**src/rtl/reset_sequencer.sv**
```systemverilog
// -----------------------------------------------------------------------------
// reset_sequencer
//
// Power-on / recovery reset sequencer. It waits for the PLL lock to be stable
// for LOCK_STABLE_CYCLES cycles, releases the peripheral reset, waits
// PERIPH_HOLD_CYCLES more cycles, then releases the CPU reset and raises ready.
// A reset-button pulse after the lock wait holds both resets for
// BTN_HOLD_CYCLES cycles, then re-runs the peripheral-to-CPU stagger without
// repeating the lock wait. Losing lock anywhere past the lock wait sends the
// sequencer back to the lock wait and bumps a saturating lock-drop counter.
//
// Parameters (all must be >= 1; a value of 1 means a single-cycle dwell)
//   LOCK_STABLE_CYCLES  consecutive synchronized-lock cycles before periph release
//   PERIPH_HOLD_CYCLES  cycles between periph release and CPU release
//   BTN_HOLD_CYCLES     cycles both resets are held after a button pulse
//
// Ports
//   clk            in   single clock, all state on the rising edge
//   rst_n          in   synchronous active-low reset (no asynchronous path)
//   pll_locked     in   raw PLL lock, asynchronous to clk
//   reset_button   in   single-cycle pulse, already synchronous to clk
//   periph_rst     out  active-high peripheral reset (LOCK_WAIT, BTN_HOLD)
//   cpu_rst        out  active-high CPU reset (every state except RUN)
//   ready          out  high only in RUN
//   seq_state      out  current state encoding, doubles as the FSM debug view
//   lock_drop_cnt  out  saturating count of lock-loss events
//
// ready is a level status, not a handshake: it rises on the edge that enters
// RUN and falls on the edge that leaves it. There is no ready/valid pairing.
//
// All outputs come straight from flops. The output flops are loaded from the
// decode of the next state, so they change on the same edge as seq_state and
// cannot glitch.
// -----------------------------------------------------------------------------
module reset_sequencer #(
  parameter int LOCK_STABLE_CYCLES = 1024,
  parameter int PERIPH_HOLD_CYCLES = 16,
  parameter int BTN_HOLD_CYCLES    = 64
) (
  input  logic       clk,
  input  logic       rst_n,
  input  logic       pll_locked,
  input  logic       reset_button,
  output logic       periph_rst,
  output logic       cpu_rst,
  output logic       ready,
  output logic [1:0] seq_state,
  output logic [7:0] lock_drop_cnt
);

  // ---------------------------------------------------------------------------
  // Dwell counter sizing: wide enough to hold the largest terminal count, so
  // the counter can never wrap before its terminal count is reached.
  // ---------------------------------------------------------------------------
  localparam int MAX_AB  = (LOCK_STABLE_CYCLES > PERIPH_HOLD_CYCLES) ?
                           LOCK_STABLE_CYCLES : PERIPH_HOLD_CYCLES;
  localparam int MAX_CYC = (MAX_AB > BTN_HOLD_CYCLES) ? MAX_AB : BTN_HOLD_CYCLES;
  localparam int CNT_W   = $clog2(MAX_CYC + 1);

  // The counter holds the number of qualifying edges already seen in the
  // current state, so the N-th edge is the one where the counter reads N-1.
  localparam logic [CNT_W-1:0] LOCK_LAST   = CNT_W'(LOCK_STABLE_CYCLES - 1);
  localparam logic [CNT_W-1:0] PERIPH_LAST = CNT_W'(PERIPH_HOLD_CYCLES - 1);
  localparam logic [CNT_W-1:0] BTN_LAST    = CNT_W'(BTN_HOLD_CYCLES - 1);
  localparam logic [CNT_W-1:0] CNT_ZERO    = '0;
  localparam logic [CNT_W-1:0] CNT_ONE     = CNT_W'(1);

  localparam logic [7:0] DROP_MAX = 8'hFF;

  typedef enum logic [1:0] {
    ST_LOCK_WAIT   = 2'd0,
    ST_PERIPH_WAIT = 2'd1,
    ST_RUN         = 2'd2,
    ST_BTN_HOLD    = 2'd3
  } state_e;

  // ---------------------------------------------------------------------------
  // Registers
  // ---------------------------------------------------------------------------
  logic             sync_meta_q;    // first synchronizer flop, may go metastable
  logic             sync_lock_q;    // second synchronizer flop, the only lock used
  state_e           state_q,      state_d;
  logic [CNT_W-1:0] cnt_q,        cnt_d;
  logic [7:0]       drop_q,       drop_d;
  logic             periph_rst_q, periph_rst_d;
  logic             cpu_rst_q,    cpu_rst_d;
  logic             ready_q,      ready_d;

  // ---------------------------------------------------------------------------
  // Lock synchronizer
  // ---------------------------------------------------------------------------
  always_ff @(posedge clk) begin
    if (!rst_n) begin
      sync_meta_q <= 1'b0;
      sync_lock_q <= 1'b0;
    end else begin
      sync_meta_q <= pll_locked;
      sync_lock_q <= sync_meta_q;
    end
  end

  // ---------------------------------------------------------------------------
  // State, counter, drop counter and output registers
  // ---------------------------------------------------------------------------
  always_ff @(posedge clk) begin
    if (!rst_n) begin
      state_q      <= ST_LOCK_WAIT;
      cnt_q        <= CNT_ZERO;
      drop_q       <= 8'd0;
      periph_rst_q <= 1'b1;
      cpu_rst_q    <= 1'b1;
      ready_q      <= 1'b0;
    end else begin
      state_q      <= state_d;
      cnt_q        <= cnt_d;
      drop_q       <= drop_d;
      periph_rst_q <= periph_rst_d;
      cpu_rst_q    <= cpu_rst_d;
      ready_q      <= ready_d;
    end
  end

  // ---------------------------------------------------------------------------
  // Next-state logic
  //
  // Priority past the lock wait: lock loss, then button, then dwell expiry.
  // Lock loss beating the button means a simultaneous pair never visits
  // BTN_HOLD. A button pulse in BTN_HOLD simply re-enters it with a cleared
  // counter, which restarts the hold.
  // ---------------------------------------------------------------------------
  always_comb begin
    state_d = state_q;
    cnt_d   = cnt_q;
    drop_d  = drop_q;

    unique case (state_q)
      ST_LOCK_WAIT: begin
        // Button pulses are ignored here; only lock stability matters.
        if (!sync_lock_q) begin
          cnt_d = CNT_ZERO;
        end else if (cnt_q == LOCK_LAST) begin
          state_d = ST_PERIPH_WAIT;
          cnt_d   = CNT_ZERO;
        end else begin
          cnt_d = cnt_q + CNT_ONE;
        end
      end

      ST_PERIPH_WAIT, ST_RUN, ST_BTN_HOLD: begin
        if (!sync_lock_q) begin
          state_d = ST_LOCK_WAIT;
          cnt_d   = CNT_ZERO;
          if (drop_q != DROP_MAX) begin
            drop_d = drop_q + 8'd1;
          end
        end else if (reset_button) begin
          state_d = ST_BTN_HOLD;
          cnt_d   = CNT_ZERO;
        end else if (state_q == ST_PERIPH_WAIT) begin
          if (cnt_q == PERIPH_LAST) begin
            state_d = ST_RUN;
            cnt_d   = CNT_ZERO;
          end else begin
            cnt_d = cnt_q + CNT_ONE;
          end
        end else if (state_q == ST_BTN_HOLD) begin
          // Lock wait is not repeated after a button hold: the PLL is still
          // locked, so only the stagger is re-run.
          if (cnt_q == BTN_LAST) begin
            state_d = ST_PERIPH_WAIT;
            cnt_d   = CNT_ZERO;
          end else begin
            cnt_d = cnt_q + CNT_ONE;
          end
        end
        // ST_RUN with lock held and no button: stay, counter untouched.
      end

      default: begin
        state_d = ST_LOCK_WAIT;
        cnt_d   = CNT_ZERO;
      end
    endcase
  end

  // ---------------------------------------------------------------------------
  // Output decode from the next state, registered above
  // ---------------------------------------------------------------------------
  always_comb begin
    periph_rst_d = 1'b1;
    cpu_rst_d    = 1'b1;
    ready_d      = 1'b0;

    unique case (state_d)
      ST_LOCK_WAIT: begin
        periph_rst_d = 1'b1;
        cpu_rst_d    = 1'b1;
      end
      ST_PERIPH_WAIT: begin
        periph_rst_d = 1'b0;
        cpu_rst_d    = 1'b1;
      end
      ST_RUN: begin
        periph_rst_d = 1'b0;
        cpu_rst_d    = 1'b0;
        ready_d      = 1'b1;
      end
      ST_BTN_HOLD: begin
        periph_rst_d = 1'b1;
        cpu_rst_d    = 1'b1;
      end
      default: begin
        periph_rst_d = 1'b1;
        cpu_rst_d    = 1'b1;
        ready_d      = 1'b0;
      end
    endcase
  end

  assign periph_rst    = periph_rst_q;
  assign cpu_rst       = cpu_rst_q;
  assign ready         = ready_q;
  assign seq_state     = state_q;
  assign lock_drop_cnt = drop_q;

endmodule
```
**config.mk**
```make
export PLATFORM = sky130hd
export DESIGN_NAME = reset_sequencer
export DESIGN_NICKNAME = d
export VERILOG_FILES = /design/src/rtl/reset_sequencer.sv
export SDC_FILE = /design/constraint.sdc
export NUM_CORES = 1
export LEC_CHECK = 0
export CAP_MARGIN = 10
export CORE_MARGIN = 2
export CORE_UTILIZATION = 53
export DETAILED_ROUTE_END_ITERATION = 12
export GPL_ROUTABILITY_DRIVEN = 0
export PLACE_DENSITY = 0.77
export RECOVER_POWER = 50
export SETUP_SLACK_MARGIN = 0.4
export SLEW_MARGIN = 20
export SYNTH_ARGS = -nofsm -noshare
export SYNTH_HDL_FRONTEND = slang
export SYNTH_SLANG_ARGS = --single-unit
```
**constraint.sdc**
```tcl
create_clock -name clk -period 3.1 [get_ports clk]
set_clock_uncertainty 0.15 [all_clocks]
set_input_delay 0.465 -clock clk [delete_from_list [all_inputs] [get_ports clk]]
set_output_delay 0.465 -clock clk [all_outputs]
set_load 0.02 [all_outputs]
```
==> results.yml <==
setup_path:
  critical_path.top_delay_family: "compound AO/OA/AOI/OAI gates"
  worst_path_largest_cell_delay_ns: 0.72
  cp.required_ns: 3.18
  slowest_stage: "dlygate4sd3_1"
  cp.arrival_ns: 2.51
  critPathKind: "primary input to flip-flop"
  crit_path_max_fanout: 10
  cp-end-kind: "flip-flop"
  path_buf_inv: 1
  crit_path_start_kind: "primary input"
  cp_cell_sequence: "dlygate4sd3_1, o211ai_1, a211oi_2, nand2_4, o311ai_2"
synthesis:
  syn_nets: 157
  synthTopCellsByArea: "dfxtp_1 40%, nand3_1 4.9%, nand2_1 4.3%"
  synth_ff_type: "dfxtp_1"
  ys_seq_area_frac: 0.395
  synth_top_area_cell: "dfxtp_1"
  synth_cell_types: 43
  ys_top_cells_by_count: "26 x dfxtp_1, 15 x nand2_1, 13 x nand3_1, 13 x nor2_1, 11 x o21ai_0"
  yosys_warnings: 0
  async_flop_share: 0
  synth_area_per_cell_um2: 8.84
  synth_top_area_frac: 0.395
  yosysMostFrequentCell: "dfxtp_1"
  synth_edf_count: 0
  syn_inst: 149
  synth_area_um2: 1320
  ys_ff_latch: 26
cells_and_area:
  fillCellCount: 195
  layout-drive-gt1-share: 0.108
  diodes: 0
  finalNetCount: 175
  area_delta_synth_final_pct: 16.0
  finalNonFillerCells: 196
timing:
  finalSetupViolations: 0
  setup_tns_ns: 0
  final_hold_viol_count: 0
  max_freq_mhz: 411
  rsz0062_at_grt: "false"
  slew_headroom: 0.550
  fin_crit_sh: 0.785
  worst_pin_slew_ns: 0.674
  slew_viol_final: 0
  layout_min_cycle_time_ns: 2.43
power:
  ir_worst_vdd_mv: 0.345
  power_density_nw_per_um2: 341
  leakagePower_nw: 0.523
floorplanning:
  initial_utilization: 0.547
  dieArea_um2: 2900
  die_w_um: 53.9
  core_um2: 2410
  die_h_um: 53.9
  pin_count: 17
  rows: 18
hold_path:
  hp-class: "flip-flop to flip-flop"
clock_network:
  postCtsSetupBuffers: 0
  cts.sinks: 26
  ctsHoldBuffers: 0
  cts_tree: "done"
  root_buffer: "clkbuf_4"
  cts.reportedPaths.clkPinSlew_ns: 0.14
  insertion_delay_ns: 0.32
  htree_num_levels: 1
  numCtsBuffers: 3
  post_cts_resized: 0
  ctsLongestPathBuffers: 2
global_route:
  gr-total-overflow: 0
  met1_usage: 0.262
  grt_antenna_before_repair: 0
  gr-max-usage-layer: "met2"
  grt_pass1_vias: 1010
  use_met3: 0.0278
  grt_pass1_wl_um: 4400
  grt_usage: 0.208
  grt_max_degree: 15
  grt.met2_usage: 0.352
route:
  ant_nets: 0
  via_per_inst: 5.89
  drtIter0Drc: 40
  num_vias: 1154
  drc: 0
  wl_per_cell_um: 13.6
  dr.pass1.iters: 4
  totalWireLength_um: 2660
outcome:
  outcome: "complete, no violations"
placement:
  dp_cells: 192
  port_buffers: 16
  dp_hpwl_um: 1980
job:
  maxCapViolations: 0
path summary, 6_finish.rpt:
check	slack (ns)	endpoint	from	depth (start not counted)
worst min register to register	0.31	sync_lock_q$_SDFF_PN0_	sync_meta_q$_SDFF_PN0_	1
worst max register to register	0.67	periph_rst$_SDFF_PN1_	cnt_q[7]$_SDFFE_PN0P_	7
worst max-delay path	0.67	cnt_q[7]$_SDFFE_PN0P_	rst_n	5
worst min-delay path	0.31	sync_lock_q$_SDFF_PN0_	sync_meta_q$_SDFF_PN0_	1
layout by cell type, fill, tap and decap left out, types with 2 or more instances in the layout:
| cell type | instances |
|---|---|
| xnor2_1 | 3 |
| inv_1 | 4 |
| o31ai_1 | 2 |
| nor3_1 | 3 |
| o41ai_1 | 2 |
| nand2_1 | 15 |
| and3_1 | 2 |
| nand2b_1 | 2 |
| a21oi_1 | 6 |
| mux2i_1 | 2 |
| clkdlybuf4s50_1 | 5 |
| or2_2 | 2 |
| dlygate4sd3_1 | 11 |
| o311ai_2 | 2 |
| ha_1 | 4 |
| dfxtp_1 | 26 |
| o21ai_0 | 11 |
| o211ai_1 | 2 |
| or3_1 | 3 |
| nand4_1 | 2 |
| clkbuf_4 | 3 |
| and2_1 | 4 |
| nor2_1 | 13 |
| nand3_1 | 13 |
area by class of cell:
type	count	area, um2	area share
clock buffer	4	36.3	0.0237
inverter	5	18.8	0.0123
tap	30	37.5	0.0245
sequential	26	520	0.340
multi-input combinational	114	748	0.489
timing repair buffer	17	168	0.110
per-layer routing:
layer,up-vias,part of all wire
met3,6,0.036
li1,583,-
met5,-,0
met4,0,0.015
met2,28,0.51
met1,537,0.44
kinds of logic after synthesis:
group                    count (synthesis)  synth area share
AND/OR/NAND/NOR                         71             0.293
AO/OA/AOI/OAI                           33             0.193
flip-flops                              26             0.395
buffers and inverters                    9            0.0389
XOR/XNOR                                 4            0.0266
adder cells (fa/ha/maj)                  4            0.0380
multiplexers                             2            0.0152
flip-flops by register name (all words and copies together), names as in the netlist:
name / count
cpu_rst: 1
lock_drop_cnt: 8
ready: 1
cnt_q: 11
seq_state: 2
sync_meta_q: 1
sync_lock_q: 1
periph_rst: 1
through the flow:
stage / utilization / instance area [um2] / hold slack (ns) / setup slack [ns] / power (mW)
2_1_floorplan: - / 1320 / 0.262 / 0.844 / 0.353
3_3_place_gp: 0.618 / 1490 / 0.271 / 0.494 / 0.358
3_5_place_dp: 0.618 / 1490 / 0.279 / 0.417 / 0.359
4_1_cts: 0.633 / 1530 / 0.315 / 0.598 / 0.530
5_1_grt: 0.634 / 1530 / 0.345 / 0.506 / 0.542
6_report: 0.634 / 1530 / 0.309 / 0.666 / 0.521
power by group:
part	switching (mW)	internal, mW	leakage, nW	total (mW)
Clock	0.0978	0.0718	0.0210	0.170
Combinational	0.00832	0.00556	0.292	0.0139
Sequential	0.00154	0.336	0.210	0.337
No activity file was read; power rests on OpenSTA's default activity.
